**config.mk**
```make
export PLATFORM = sky130hd
export DESIGN_NAME = ifu_inst_queue
export DESIGN_NICKNAME = d
export VERILOG_FILES = /design/src/rtl/ifu_inst_queue_pkg.sv /design/src/rtl/ifu_inst_queue.sv
export SDC_FILE = /design/constraint.sdc
export NUM_CORES = 1
export LEC_CHECK = 0
export ABC_CLOCK_PERIOD_IN_PS = 3300
export BUFFER_PORTS_ARGS = -buffer_cell sky130_fd_sc_hd__clkbuf_2
export CAP_MARGIN = 20
export CORE_UTILIZATION = 44
export DETAILED_ROUTE_END_ITERATION = 8
export PLACE_DENSITY = 0.75
export SYNTH_ARGS = -nofsm -noshare
export SYNTH_HDL_FRONTEND = slang
export SYNTH_SLANG_ARGS = --single-unit
export TNS_END_PERCENT = 10
```
**constraint.sdc**
```tcl
create_clock -name i_clock -period 3.3 [get_ports i_clock]
set_clock_uncertainty 0.1 [all_clocks]
set_input_delay 0.165 -clock i_clock [delete_from_list [all_inputs] [get_ports i_clock]]
set_output_delay 0.165 -clock i_clock [all_outputs]
set_load 0.01 [all_outputs]
```
**src/rtl/ifu_inst_queue_pkg.sv**
```systemverilog
// ifu_inst_queue_pkg
//   Types and constants shared by the fetch/decode boundary.
//   fetch_entry_t is the per-instruction record that moves from the IFU, through
//   the instruction queue, and into the IDU. It is declared at the default XLEN
//   so that IFU and IDU code can use it directly.
package ifu_inst_queue_pkg;

  localparam int unsigned XLEN_DEFAULT  = 32;
  localparam int unsigned DEPTH_DEFAULT = 4;
  localparam int unsigned MCAUSE_W      = 4;

  typedef struct packed {
    logic [XLEN_DEFAULT-1:0] inst;
    logic [XLEN_DEFAULT-1:0] pc;
    logic                    exception;
    logic [MCAUSE_W-1:0]     mcause;
    logic                    predict;
  } fetch_entry_t;

endpackage

```
**src/rtl/ifu_inst_queue.sv**
```systemverilog
// ifu_inst_queue
//   Show-ahead FIFO that decouples the instruction fetch unit from decode.
//   Each entry carries the instruction together with its PC, fetch fault
//   flag/cause and BTB predict bit. A flush or reset empties the queue in one
//   cycle.
//
// Ports
//   i_clock, i_reset      core clock, synchronous active-high reset
//   i_flush               discard all entries (redirect, fence.i, trap)
//   i_valid / o_ready     upstream handshake; o_ready is purely registered
//   i_inst, i_pc,
//   i_exception,
//   i_mcause, i_predict   entry payload from the IFU
//   o_valid / i_ready     downstream handshake to decode
//   o_inst, o_pc,
//   o_exception,
//   o_mcause, o_predict   head entry payload (valid only while o_valid)
//   o_count               occupancy, for perf counters
module ifu_inst_queue
  import ifu_inst_queue_pkg::*;
#(
  parameter int unsigned DEPTH = DEPTH_DEFAULT,
  parameter int unsigned XLEN  = XLEN_DEFAULT
) (
  input  logic                    i_clock,
  input  logic                    i_reset,
  input  logic                    i_flush,
  input  logic                    i_valid,
  output logic                    o_ready,
  input  logic [XLEN-1:0]         i_inst,
  input  logic [XLEN-1:0]         i_pc,
  input  logic                    i_exception,
  input  logic [MCAUSE_W-1:0]     i_mcause,
  input  logic                    i_predict,
  output logic                    o_valid,
  input  logic                    i_ready,
  output logic [XLEN-1:0]         o_inst,
  output logic [XLEN-1:0]         o_pc,
  output logic                    o_exception,
  output logic [MCAUSE_W-1:0]     o_mcause,
  output logic                    o_predict,
  output logic [$clog2(DEPTH):0]  o_count
);

  localparam int unsigned PW = $clog2(DEPTH);
  localparam int unsigned CW = PW + 1;
  localparam logic [CW-1:0] FULL = CW'(DEPTH);

  // Same field layout as fetch_entry_t, but sized by this instance's XLEN.
  typedef struct packed {
    logic [XLEN-1:0]     inst;
    logic [XLEN-1:0]     pc;
    logic                exception;
    logic [MCAUSE_W-1:0] mcause;
    logic                predict;
  } entry_t;

  entry_t          mem [DEPTH];
  entry_t          entry_in;
  entry_t          head;
  logic [PW-1:0]   wp;
  logic [PW-1:0]   rp;
  logic [CW-1:0]   count;
  logic            push;
  logic            pop;

  // Ready depends only on the count register: a full queue refuses a push
  // even if decode pops in the same cycle, which keeps i_ready off the
  // upstream timing path.
  assign o_ready = (count != FULL);
  assign o_valid = (count != '0);

  assign push = i_valid && o_ready && !i_flush;
  assign pop  = o_valid && i_ready && !i_flush;

  always_comb begin
    entry_in           = '0;
    entry_in.inst      = i_inst;
    entry_in.pc        = i_pc;
    entry_in.exception = i_exception;
    entry_in.mcause    = i_mcause;
    entry_in.predict   = i_predict;
  end

  always_ff @(posedge i_clock) begin
    if (i_reset || i_flush) begin
      wp    <= '0;
      rp    <= '0;
      count <= '0;
    end else begin
      if (push) wp <= wp + 1'b1;
      if (pop)  rp <= rp + 1'b1;
      unique case ({push, pop})
        2'b10:   count <= count + 1'b1;
        2'b01:   count <= count - 1'b1;
        default: count <= count;
      endcase
    end
  end

  // Storage is not reset; stale contents are hidden because count gates
  // o_valid. A write that lands during reset is harmless for the same reason.
  always_ff @(posedge i_clock) begin
    if (push) mem[wp] <= entry_in;
  end

  // Show-ahead: the head entry is presented directly from the array.
  assign head        = mem[rp];
  assign o_inst      = head.inst;
  assign o_pc        = head.pc;
  assign o_exception = head.exception;
  assign o_mcause    = head.mcause;
  assign o_predict   = head.predict;
  assign o_count     = count;

endmodule

```
# Word-level counts from Yosys, hierarchy flattened

Memory sizes are Yosys's and may differ from the RTL's. A register that Yosys moved wholly into a read port is not among the register bits.
Cells that the tools add are included.

Bits in registers: 7
Memories kept: 1
ROM bits: 0
Output and inout bits: 75
Latch bits: 0
Memory bits (writable): 280
Logic and storage cells: 24

Memory list:

| name | depth | width | read ports | clocked after Yosys merged registers in | write ports | line                 | text |
|---|---|---|---|---|---|---|---|
| mem  | 4     | 70    | 1          | 1                                       | 1           | ifu_inst_queue.sv:58 | `entry_t mem [DEPTH];` |

Add/subtract/negate cells: 4
Div/mod/pow operators: 0
$mul: 0
Bitwise gates (word level): 0
Shift-type cells: 0
Muxes and demuxes: 5
Equal/unequal tests: 3
Order comparisons: 0
Reduce and logical (&&, ||, !) cells: 8

Operator list:

| kind                | number |
|---|---|
| $pmux 3 s2          | 1 |
| $add 2x1->2 const B | 2 |
| $logic_and 1x1->1   | 4 |
| $mux 2              | 2 |
| $add 3x1->3 const B | 1 |
| $ne 3x3->1 const B  | 1 |
| $reduce_bool 3->1   | 1 |
| $sub 3x1->3 const B | 1 |
| $eq 2x1->1 const B  | 1 |
| $eq 2x2->1 const B  | 1 |
| $mux 1              | 2 |
| $reduce_bool 2->1   | 1 |
| $logic_not 1->1     | 1 |
| $logic_or 1x1->1    | 1 |

# Longest topological paths before layout

Gate-level depths: netlist (run 1).

Depth after elaboration: 5
Gate-level depth with buffers: 10
Gate-level depth less buffers: 9

# Worst setup path before layout (run 1)

Ideal clock, no wire load.

Kind: reg-to-reg
Start point: register count[2] (netlist: o_count[2])
End point: register count[2] (netlist: o_count[2])
Library setup time: 0.070 ns
Cell stages (with the launch flop): 11
Buffers on the path: 1
Slack: 0.801 ns
Arrival: 2.329 ns
Path through: dfxtp_1 > or3b_1 > buf_6 > and2_4 > inv_1 > ha_1 > inv_1 > fa_1 > xor2_1 > or3_2 > a21oi_1

Word-level cells in the longest chain between the ends: 5
Elaborated cells between the ends (all ways): 12

Ends and longest elaborated chain:

| element                                         | line                 | text |
|---|---|---|
| start, declared                                 | ifu_inst_queue.sv:63 | `logic [CW-1:0] count;` |
| start signal, assigned                          | ifu_inst_queue.sv:94 | `2'b10: count <= count + 1'b1;` |
| start signal, assigned                          | ifu_inst_queue.sv:95 | `2'b01: count <= count - 1'b1;` |
| start signal, assigned                          | ifu_inst_queue.sv:96 | `default: count <= count;` |
| $ne 3x3->1 *                                    | ifu_inst_queue.sv:70 | `assign o_ready = (count != FULL);` |
| via o_ready                                     | ifu_inst_queue.sv:29 | `output logic o_ready,` |
| $logic_and 1x1->1 * (2 in series)               | ifu_inst_queue.sv:73 | `assign push = i_valid && o_ready && !i_flush;` |
| $eq 2x1->1 or $eq 2x2->1 (tied branches)        | ifu_inst_queue.sv:93 | `unique case ({push, pop})` |
| $pmux 3 s2 or $reduce_bool 2->1 (tied branches) | n/a                  |  |

The timed path passes the listed nets; every way through them passes the cells marked *.
A chain may end at the register's enable or synchronous reset.

# Worst setup path in the final report (run 1)

Start point: register count[2] (netlist: o_count[2])
End point: register count[2] (netlist: o_count[2])

Word-level cells in the longest chain between the ends: 5
Elaborated cells between the ends (all ways): 12

Ends and longest elaborated chain:

| element                                                   | line |
|---|---|
| $ne 3x3->1 or $reduce_bool 3->1 (tied branches)           | ifu_inst_queue.sv:70, ifu_inst_queue.sv:71 |
| $logic_and 1x1->1, on equally long branches (2 in series) | ifu_inst_queue.sv:73, ifu_inst_queue.sv:74 |
| $eq 2x1->1 or $eq 2x2->1 (tied branches)                  | ifu_inst_queue.sv:93 |
| $pmux 3 s2 or $reduce_bool 2->1 (tied branches)           | n/a |

Parallel ways exist; a longest one is shown, timed or not.

==> run_results.csv, run 1 <==
group,metric,value,unit
die,num_rows,56,
routing,post_drt_via_cell_ratio,5.088,
worst_setup_path,crit-reg2reg-launch,"o_count[2]$_SDFFE_PP0P_",
routing,drtIter0Drc,315,
logic_synthesis,synth_xor_xnor_area_share,0.1653,%
logic_synthesis,synth_compound_area_share,0.6260,%
worst_hold_path,hp-start,"i_valid",
die,io_pins,150,
clock_network,cts.clk_slew.worst_paths,60,ps
clock_network,hold_buffers,75,
timing,clock.fmax,0.3723,GHz
clock_network,clock-root-buffer,"clkbuf_16",
routing,ant_nets,0,
worst_setup_path,startpoint_type,"register",
worst_setup_path,r2r_cells,9,
final_layout,areaGrowthSynthToFinish,26.73,%
clock_network,cts_sinks,289,
clock_network,numCtsBuffers,28,
clock_network,cts_tree,"yes",
worst_hold_path,worstHoldPathCells,4,
clock_network,clk_latency,520,ps
power,cellLeakagePower,4.514,nW
worst_hold_path,hold_end,"wp[0]$_SDFFE_PP0P_",
placement,dp_hpwl,11230,microns
global_route,overflow,0,
logic_synthesis,yosysSeqAreaShare,81.07,%
timing,worstMarginPinSlew,1052,ps
timing,slew_violations,0,
clock_network,cts-resized-gates,0,
final_layout,nets,747,
final_layout,fillers,1763,
timing,setup_violations,0,
placement,dp_cells,880,
worst_setup_path,required,3650,ps
global_route,grt_pass1_wl,28950,microns
worst_setup_path,reg2reg_slack,610,ps
final_layout,fin_area,0.01343,sq mm
placement,gp_congestion,0.7346,
logic_synthesis,synth_cells,424,
logic_synthesis,synth_fp_nets,505,
logic_synthesis,syn-cell-area,0.01059,sq mm
die,chipWidth,157.2,microns
final_layout,layout-drive-gt1-share,40.38,%
worst_hold_path,hp-class,"input port to register",
final_layout,instances_no_fill,1006,
worst_setup_path,path_cells,"or3b_1 -> and2_4 -> inv_1 -> ha_1 -> inv_1 -> fa_1 -> xor2_1 -> or3_2 -> a21oi_1",
placement,port_buffers,149,
final_layout,final_cell_mix,"280 x edfxtp_1, 149 x clkbuf_2, 75 x dlygate4sd3_1",
routing,wirelength,19110,microns
worst_setup_path,critPathMostFrequentCell,"inv_1",
worst_setup_path,cp.arrival,3040,ps
timing,rsz0062_at_grt,"no",
flow_run,drv_cap,0,
logic_synthesis,ys_seq_elements,289,
status,status,"finished clean",
clock_network,cts_buffer_depth,3,
logic_synthesis,synth_fa_ha_area_share,0.7795,%
die,dieHeight,157.2,microns
logic_synthesis,ys_types,29,
worst_setup_path,crit_slowest_cell,"or3b_1",
timing,min_period,2686,ps
die,start_util,45.00,%
timing,slew_headroom,29.85,%
logic_synthesis,synth_top_family_by_area,"multiplexers",
logic_synthesis,yosys-top-cells-area,"edfxtp_1 79%, mux4_2 15%, dfxtp_1 1.7%",
global_route,grt_max_degree,71,
clock_network,post_cts_buffers,0,
global_route,grt_pass1_vias,5399,
logic_synthesis,synthMuxAreaShare,14.88,%
worst_setup_path,cp-end-kind,"register",
routing,vias,5119,
power,powerDensity,556.1,mW/mm^2
final_layout,layout_commonest_cell,"edfxtp_1",
logic_synthesis,synth.top_cell.area_share,79.37,%
routing,firstDrtPassIters,4,
worst_setup_path,path_max_fanout,9,
die,die_area,0.02470,sq mm
global_route,antenna_found_initial,1,
routing,drc,0,
logic_synthesis,ys_warn_count,0,
timing,timing.final.crit_share,81.39,%
power,peakVddDrop,0.2885,mV
worst_setup_path,max_stage_delay,510,ps
logic_synthesis,synth-simple-area-share,1.216,%
routing,wire_per_inst,18.99,microns
timing,fin_tns_setup,0,ps
placement,dpl_cell_area,0.01177,sq mm
global_route,grt.total_usage,15.53,%
logic_synthesis,synth_top_cell_by_area,"edfxtp_1",
logic_synthesis,avgSynthCellArea,24.99,sq um
worst_setup_path,rr_endpoint,"o_count[2]$_SDFFE_PP0P_",
worst_setup_path,criticalPathCategory,"register to register",
die,core-area,0.02354,sq mm
clock_network,cts-htree-levels,1,
timing,hold_viol,0,
## cell families (layout without fill, tap and decap cells)
logic type,after synthesis,count (layout)
compound gates,11,11
xor+xnor,2,2
fa+ha+maj,6,6
buf+inv,25,287
flops,289,289
mux,70,70
other cells,0,1
simple gates,21,21
## through the flow
step	hold WS (ps)	setup WS, ps	utilization (%)	total power [mW]
after global routing	62.53	533.7	57.03	7.695
after CTS	18.72	611.0	57.02	7.531
final	48.42	614.1	57.03	7.466
after detailed placement	285.4	645.9	50.01	4.421
after floorplan	163.9	801.3	-	4.273
after global placement	276.5	777.6	50.01	4.403
## registers in the layout (all words and copies together) (netlist names), named ones only
signal	cells
mem	280
o_count	3
rp	2
wp	2
## how the worst max path moves through the flow
| stage | endpoint | from | cells past startpoint | slack [ps] |
|---|---|---|---|---|
| floorplan | o_count[2]$_SDFFE_PP0P_ | o_count[2]$_SDFFE_PP0P_ | 10 | 800 |
| global placement | o_count[2]$_SDFFE_PP0P_ | o_count[2]$_SDFFE_PP0P_ | 9 | 780 |
| detailed placement | o_count[2]$_SDFFE_PP0P_ | o_count[2]$_SDFFE_PP0P_ | 9 | 650 |
| CTS | o_pc[15] | register | 3 | 610 |
| global route | o_count[2]$_SDFFE_PP0P_ | o_count[2]$_SDFFE_PP0P_ | 9 | 530 |
| finish | o_count[2]$_SDFFE_PP0P_ | o_count[2]$_SDFFE_PP0P_ | 9 | 610 |
## final cells by class
cell class | instances | area, sq um | area share, %
diodes | 1 | 2.502 | 0.01864
clock buffers | 38 | 789.5 | 5.881
clock inverters | 12 | 108.9 | 0.8108
inverters | 7 | 26.28 | 0.1957
multi-input cells | 110 | 1887 | 14.05
flip-flops and latches | 289 | 8596 | 64.03
well taps | 319 | 399.1 | 2.973
repair buffers | 230 | 1617 | 12.04
## report_power, final
part           internal (mW)  switching, mW
Clock                   1.82           1.23
Sequential              4.08         0.0134
Combinational          0.166          0.156
## synthesized netlist by cell type
cell and count:
buf_6 1, ha_1 5, mux4_2 70, fa_1 1, or3b_1 1, a21oi_1 6, nand4_1 1, o31ai_2 1
nor2b_1 1, nor3_1 1, inv_1 7, clkbuf_1 5, or3_2 1, nand3_1 1, or3_1 2, buf_2 4
and3_2 4, nand3b_1 1, o21ai_0 3, nand2b_1 1, nor2_1 5, a21o_2 1, xor2_1 2, clkbuf_2 1
edfxtp_1 280, or2_2 1, and2_4 1, dfxtp_1 9, buf_4 7
## layer usage
| layer | GRT usage [%] | share of wire [%] | wire, microns | up-vias |
|---|---|---|---|---|
| li1 | - | - | - | 2283 |
| met1 | 20.51 | 43 | 8250 | 2645 |
| met2 | 26.11 | 49 | 9434 | 167 |
| met4 | 3.791 | 1.3 | 247 | 0 |
| met3 | 3.662 | 6.2 | 1176 | 24 |
| met5 | 0 | 0 | 0 | - |
## critical path, delay by kind of cell, from the launching register on
family	cells	cell delay (ps)
fa+ha+maj	2	560
flops	1	390
simple gates	3	1130
buf+inv	2	110
compound gates	1	160
xor+xnor	1	170
(Power assumes the default switching activity.)
==> run 2, diff against run 1 <==
ABC_CLOCK_PERIOD_IN_PS = 2800   (was 3300)
clock period = 2.8 ns   (was 3.3 ns; I/O delays follow)
==> run_results.csv, run 2 (synthesized netlist as in run 1, its figures left out) <==
group,metric,value,unit
status,status,"finished clean",
power,switching_share,18.88,%
final_layout,final-seq-area,0.008596,sq mm
worst_setup_path,cp_top_family,"simple AND/OR/NAND/NOR gates",
die,start_util,45.00,%
global_route,grt_max_degree,65,
power,seqPwrFrac,53.8,%
final_layout,fillers,1734,
final_layout,multi_input_area,0.001887,sq mm
placement,gp_congestion,0.7883,
routing,drc,0,
timing,slew_headroom,59.17,%
global_route,overflow,0,
clock_network,cts_buffer_depth,3,
clock_network,cts-htree-levels,1,
final_layout,layout_commonest_cell,"edfxtp_1",
routing,ant_nets,0,
worst_setup_path,cp-end-kind,"register",
global_route,grt_pass1_vias,5718,
worst_setup_path,required,3160,ps
clock_network,cts_tree,"yes",
worst_setup_path,critPathMostFrequentCell,"inv_1",
timing,min_period,2537,ps
worst_setup_path,criticalPathCategory,"register to register",
die,io_pins,150,
final_layout,nets,755,
power,p_sw,1.690,mW
routing,wire_per_inst,19.14,microns
power,cellLeakagePower,4.556,nW
timing,worstMarginPinSlew,611.2,ps
worst_setup_path,crit_slowest_cell,"or3_2",
clock_network,cts-resized-gates,0,
power,power_frac_comb,4.3,%
worst_setup_path,path_max_fanout,5,
final_layout,top_register,"mem",
routing,wirelength,19370,microns
worst_hold_path,hp-class,"input port to register",
timing,worst_slack,262.7,ps
routing,post_drt_via_cell_ratio,5.123,
timing,slew_violations,0,
global_route,antenna_found_initial,0,
die,num_rows,56,
final_layout,final_cell_mix,"280 x edfxtp_1, 149 x clkbuf_2, 78 x dlygate4sd3_1",
timing,timing.final.crit_share,90.62,%
worst_setup_path,cp_num_buf_inv,2,
power,clockPowerShare,41.9,%
power,peakVddDrop,0.3879,mV
timing,rsz0062_at_grt,"no",
timing,hold_ws,273.7,ps
die,chipWidth,157.2,microns
routing,drtIter0Drc,260,
flow_run,drv_cap,0,
placement,pre_cts_slack,319.1,ps
final_layout,areaGrowthSynthToFinish,27.70,%
timing,setup_violations,0,
worst_setup_path,cp.arrival,2900,ps
worst_setup_path,max_stage_delay,410,ps
final_layout,antenna_cells,0,
routing,vias,5184,
worst_setup_path,startpoint_type,"register",
clock_network,cts.clk_slew.worst_paths,60,ps
die,core-area,0.02354,sq mm
placement,port_buffers,149,
clock_network,post_cts_buffers,0,
routing,firstDrtPassIters,4,
timing,clock.fmax,0.3941,GHz
worst_setup_path,path_cells,"or3b_1 -> and2_4 -> inv_1 -> ha_1 -> inv_1 -> fa_1 -> xor2_1 -> or3_2 -> a21oi_1",
timing,fin_tns_setup,0,ps
clock_network,clock-root-buffer,"clkbuf_16",
power,powerDensity,661.9,mW/mm^2
clock_network,clk_latency,520,ps
die,die_area,0.02470,sq mm
final_layout,largest_register_ffs,280,
final_layout,layout-drive-gt1-share,40.26,%
global_route,grt.total_usage,16.09,%
power,internal-power,7.264,mW
die,dieHeight,157.2,microns
clock_network,cts_sinks,289,
global_route,grt_pass1_wl,30100,microns
timing,hold_viol,0,
placement,dp_hpwl,11190,microns
clock_network,numCtsBuffers,29,
==> run 2: cell count changes in the layout (fill, tap and decap cells not counted), sizes merged <==
cell / previous run / this run
buf: 6 / 10
inv: 7 / 8
diode: 1 / 0
bufinv: 2 / 4
clkbuf: 187 / 184
dlygate4sd3: 75 / 78
==> run 2: final timing paths <==
kind	startpoint	to	slack [ps]	cells after the start
max	o_count[2]$_SDFFE_PP0P_	o_count[2]$_SDFFE_PP0P_	260	9
min reg2reg	rp[1]$_SDFFE_PP0P_	register	430	2
min	i_inst[9]	mem[1][47]$_DFFE_PP_	270	2
max reg2reg	o_count[2]$_SDFFE_PP0P_	o_count[2]$_SDFFE_PP0P_	260	9
==> run 2: stage by stage <==
step	util [%]	power (mW)	area, sq um	cells
3_3_place_gp	50.19	5.192	11820	884
2_1_floorplan	-	5.036	10590	424
6_report	57.46	8.954	13530	1012
5_1_grt	57.46	9.254	13530	1012
4_1_cts	57.46	9.052	13530	1012
3_5_place_dp	50.19	5.212	11820	884
==> run 2: routing by layer <==
layer	GRT usage, %	part of all wire, %	vias up
met4	4.901	2.1	0
met1	19.77	41	2670
li1	-	-	2314
met3	3.442	5.4	42
met2	28.49	51	158
met5	0	0	-
==> run 2: final cells by class <==
type / count / area share, %
sequential: 289 / 63.54
multi-input combinational: 110 / 13.95
timing repair buffer: 237 / 12.49
clock buffer: 35 / 5.531
tap: 319 / 2.950
clock inverter: 15 / 1.350
inverter: 7 / 0.1942
==> run 2: power groups by stage <==
| stage | Sequential [mW] | Combinational, mW | Clock [mW] |
|---|---|---|---|
| floorplan | 4.91 | 0.125 | 0 |
| global placement | 4.91 | 0.286 | 0 |
| detailed placement | 4.91 | 0.301 | 0 |
| CTS | 4.82 | 0.386 | 3.85 |
| global route | 4.82 | 0.414 | 4.02 |
| finish | 4.82 | 0.383 | 3.75 |
==> run 2: repair_timing <==
action	in CTS	in global routing
hold buffers	78	0
endpoints found under the hold margin	289	0
endpoints found under the setup margin	0	0
==> run 3, diff against run 2 <==
ABC_AREA = 1   (was default)
==> run_results.csv, run 3 <==
group,metric,value,unit
worst_setup_path,r2r_cells,12,
timing,worstMarginPinSlew,469.2,ps
timing,clock.fmax,0.3941,GHz
routing,wire_per_inst,17.57,microns
clock_network,cts_buffer_depth,3,
power,switching_share,19.59,%
global_route,grt.total_usage,17.61,%
die,die_area,0.02666,sq mm
clock_network,cts.clk_slew.worst_paths,60,ps
logic_synthesis,synth_top_cell_by_area,"edfxtp_1",
timing,rsz0062_at_grt,"no",
final_layout,top_register,"mem",
die,io_pins,150,
final_layout,instances_no_fill,1327,
routing,ant_nets,0,
flow_run,drv_cap,0,
logic_synthesis,avgSynthCellArea,15.26,sq um
timing,hold_viol,0,
clock_network,clock-root-buffer,"clkbuf_16",
worst_setup_path,cp-end-kind,"primary output",
global_route,overflow,0,
logic_synthesis,synth_common_cells,"280 x edfxtp_1, 113 x nor2_1, 111 x o21ai_0",
timing,min_period,2538,ps
final_layout,multi_input_area,0.002494,sq mm
power,seqPwrFrac,53.4,%
logic_synthesis,synth.most_common_cell,"edfxtp_1",
clock_network,numCtsBuffers,29,
worst_setup_path,crit-reg2reg-launch,"o_count[1]$_SDFFE_PP0P_",
power,p_total,9.028,mW
final_layout,nets,1056,
die,num_rows,58,
power,p_sw,1.768,mW
power,powerDensity,634.4,mW/mm^2
timing,slew_headroom,68.72,%
global_route,grt_pass1_vias,6804,
timing,fin_tns_setup,0,ps
routing,post_drt_via_cell_ratio,5.155,
logic_synthesis,synth_fa_ha_area_share,0.7215,%
final_layout,largest_register_ffs,280,
timing,slew_violations,0,
die,start_util,45.19,%
logic_synthesis,synth_xor_xnor_area_share,0,%
timing,timing.final.crit_share,90.63,%
final_layout,fillers,1943,
status,status,"finished clean",
logic_synthesis,synth_fp_nets,831,
worst_setup_path,required,2560,ps
clock_network,cts-htree-levels,1,
worst_hold_path,hp-class,"input port to register",
clock_network,cts_tree,"yes",
final_layout,fin_area,0.01423,sq mm
final_layout,final-seq-area,0.008593,sq mm
logic_synthesis,ys_warn_count,0,
worst_setup_path,path_max_fanout,45,
timing,setup_violations,0,
final_layout,layout-drive-gt1-share,29.12,%
global_route,grt_max_degree,73,
placement,dpl_cell_area,0.01254,sq mm
logic_synthesis,syn-cell-area,0.01144,sq mm
routing,drtIter0Drc,421,
die,core-area,0.02533,sq mm
routing,drc,0,
clock_network,post_cts_buffers,0,
logic_synthesis,synth_flop_cell,"edfxtp_1",
power,cellLeakagePower,4.969,nW
worst_setup_path,reg2reg_slack,560,ps
logic_synthesis,yosysSeqAreaShare,75.04,%
logic_synthesis,synthMuxAreaShare,0,%
placement,dp_hpwl,12740,microns
logic_synthesis,yosys-top-cells-area,"edfxtp_1 73%, o21ai_0 4.9%, o22ai_2 4.4%",
timing,worst_slack,262.3,ps
logic_synthesis,async_reset_ff_share,0,%
final_layout,final_cell_mix,"280 x edfxtp_1, 149 x clkbuf_2, 111 x o21ai_0",
final_layout,layout_commonest_cell,"edfxtp_1",
routing,vias,6841,
placement,gp_congestion,0.7835,
logic_synthesis,synth_compound_area_share,12.40,%
placement,port_buffers,149,
logic_synthesis,synth_top_family_by_area,"compound AO/OA/AOI/OAI gates",
die,chipWidth,163.3,microns
power,power_frac_comb,4.7,%
power,clockPowerShare,41.9,%
worst_setup_path,cp.arrival,2300,ps
worst_setup_path,crit_end,"o_pc[18]",
clock_network,cts-resized-gates,0,
logic_synthesis,synth_cells,750,
clock_network,clk_latency,530,ps
routing,firstDrtPassIters,5,
logic_synthesis,ys_types,19,
logic_synthesis,synth.top_cell.area_share,73.47,%
final_layout,areaGrowthSynthToFinish,24.34,%
placement,pre_cts_slack,596.2,ps
die,dieHeight,163.3,microns
logic_synthesis,synth_edf_count,280,
power,peakVddDrop,0.4144,mV
worst_setup_path,criticalPathCategory,"register to primary output",
logic_synthesis,synth-simple-area-share,8.407,%
clock_network,cts_sinks,289,
global_route,antenna_found_initial,1,
power,internal-power,7.260,mW
placement,dp_cells,1199,
logic_synthesis,ys_seq_elements,289,
routing,wirelength,23320,microns
clock_network,hold_buffers,75,
worst_setup_path,rr_endpoint,"o_count[2]$_SDFFE_PP0P_",
worst_setup_path,startpoint_type,"register",
global_route,grt_pass1_wl,36000,microns
[run 3: routing by layer]
metal | part of all wire, % | global-route usage, %
met1 | 42 | 22.45
met2 | 50 | 29.74
met3 | 6.3 | 4.038
met4 | 2.1 | 5.480
met5 | 0 | 0
[run 3: layout make-up]
cell class              instances  share of cell area (%)
flip-flops and latches        289                   60.39
clock inverters                17                   1.301
multi-input cells             397                   17.52
diodes                          1                 0.01759
clock buffers                  35                   5.258
repair buffers                238                   12.05
inverters                      20                  0.5627
well taps                     330                   2.902
[run 3: worst max-delay path: stages (launching register included)]
cell and delay [ps]:
dfxtp_4 470, inv_6 390, buf_4 430, nor2_1 70, o22ai_1 220, clkbuf_2 170
[run 3: kinds of logic after synthesis]
| group | after synthesis |
|---|---|
| flops | 289 |
| compound gates | 216 |
| simple gates | 175 |
| buf+inv | 64 |
| fa+ha+maj | 6 |
[run 3: stage by stage]
step / utilization, % / hold slack (ps)
4_1_cts: 56.18 / 242.4
5_1_grt: 56.19 / 262.6
2_1_floorplan: - / 138.9
3_5_place_dp: 49.53 / 259.0
6_report: 56.19 / 267.3
3_3_place_gp: 49.53 / 257.2
[run 3: worst min-delay path by stage]
stage / startpoint / to / slack [ps] / cells after the start
floorplan: i_predict / mem[0][0]$_DFFE_PP_ / 140 / 0
global placement: i_inst[26] / mem[2][64]$_DFFE_PP_ / 260 / 1
detailed placement: i_pc[6] / mem[3][12]$_DFFE_PP_ / 260 / 1
CTS: i_pc[5] / mem[0][11]$_DFFE_PP_ / 240 / 2
global route: i_inst[10] / mem[2][48]$_DFFE_PP_ / 260 / 2
finish: i_pc[4] / mem[1][10]$_DFFE_PP_ / 270 / 2
[run 3: power groups by stage]
stage                     clock network [mW]  logic [mW]  registers, mW
after floorplan                            0       0.155           4.92
after global placement                     0       0.329           4.91
after detailed placement                   0       0.339           4.91
after CTS                               3.86       0.427           4.82
after global routing                    4.05       0.461           4.83
final                                   3.78       0.422           4.82
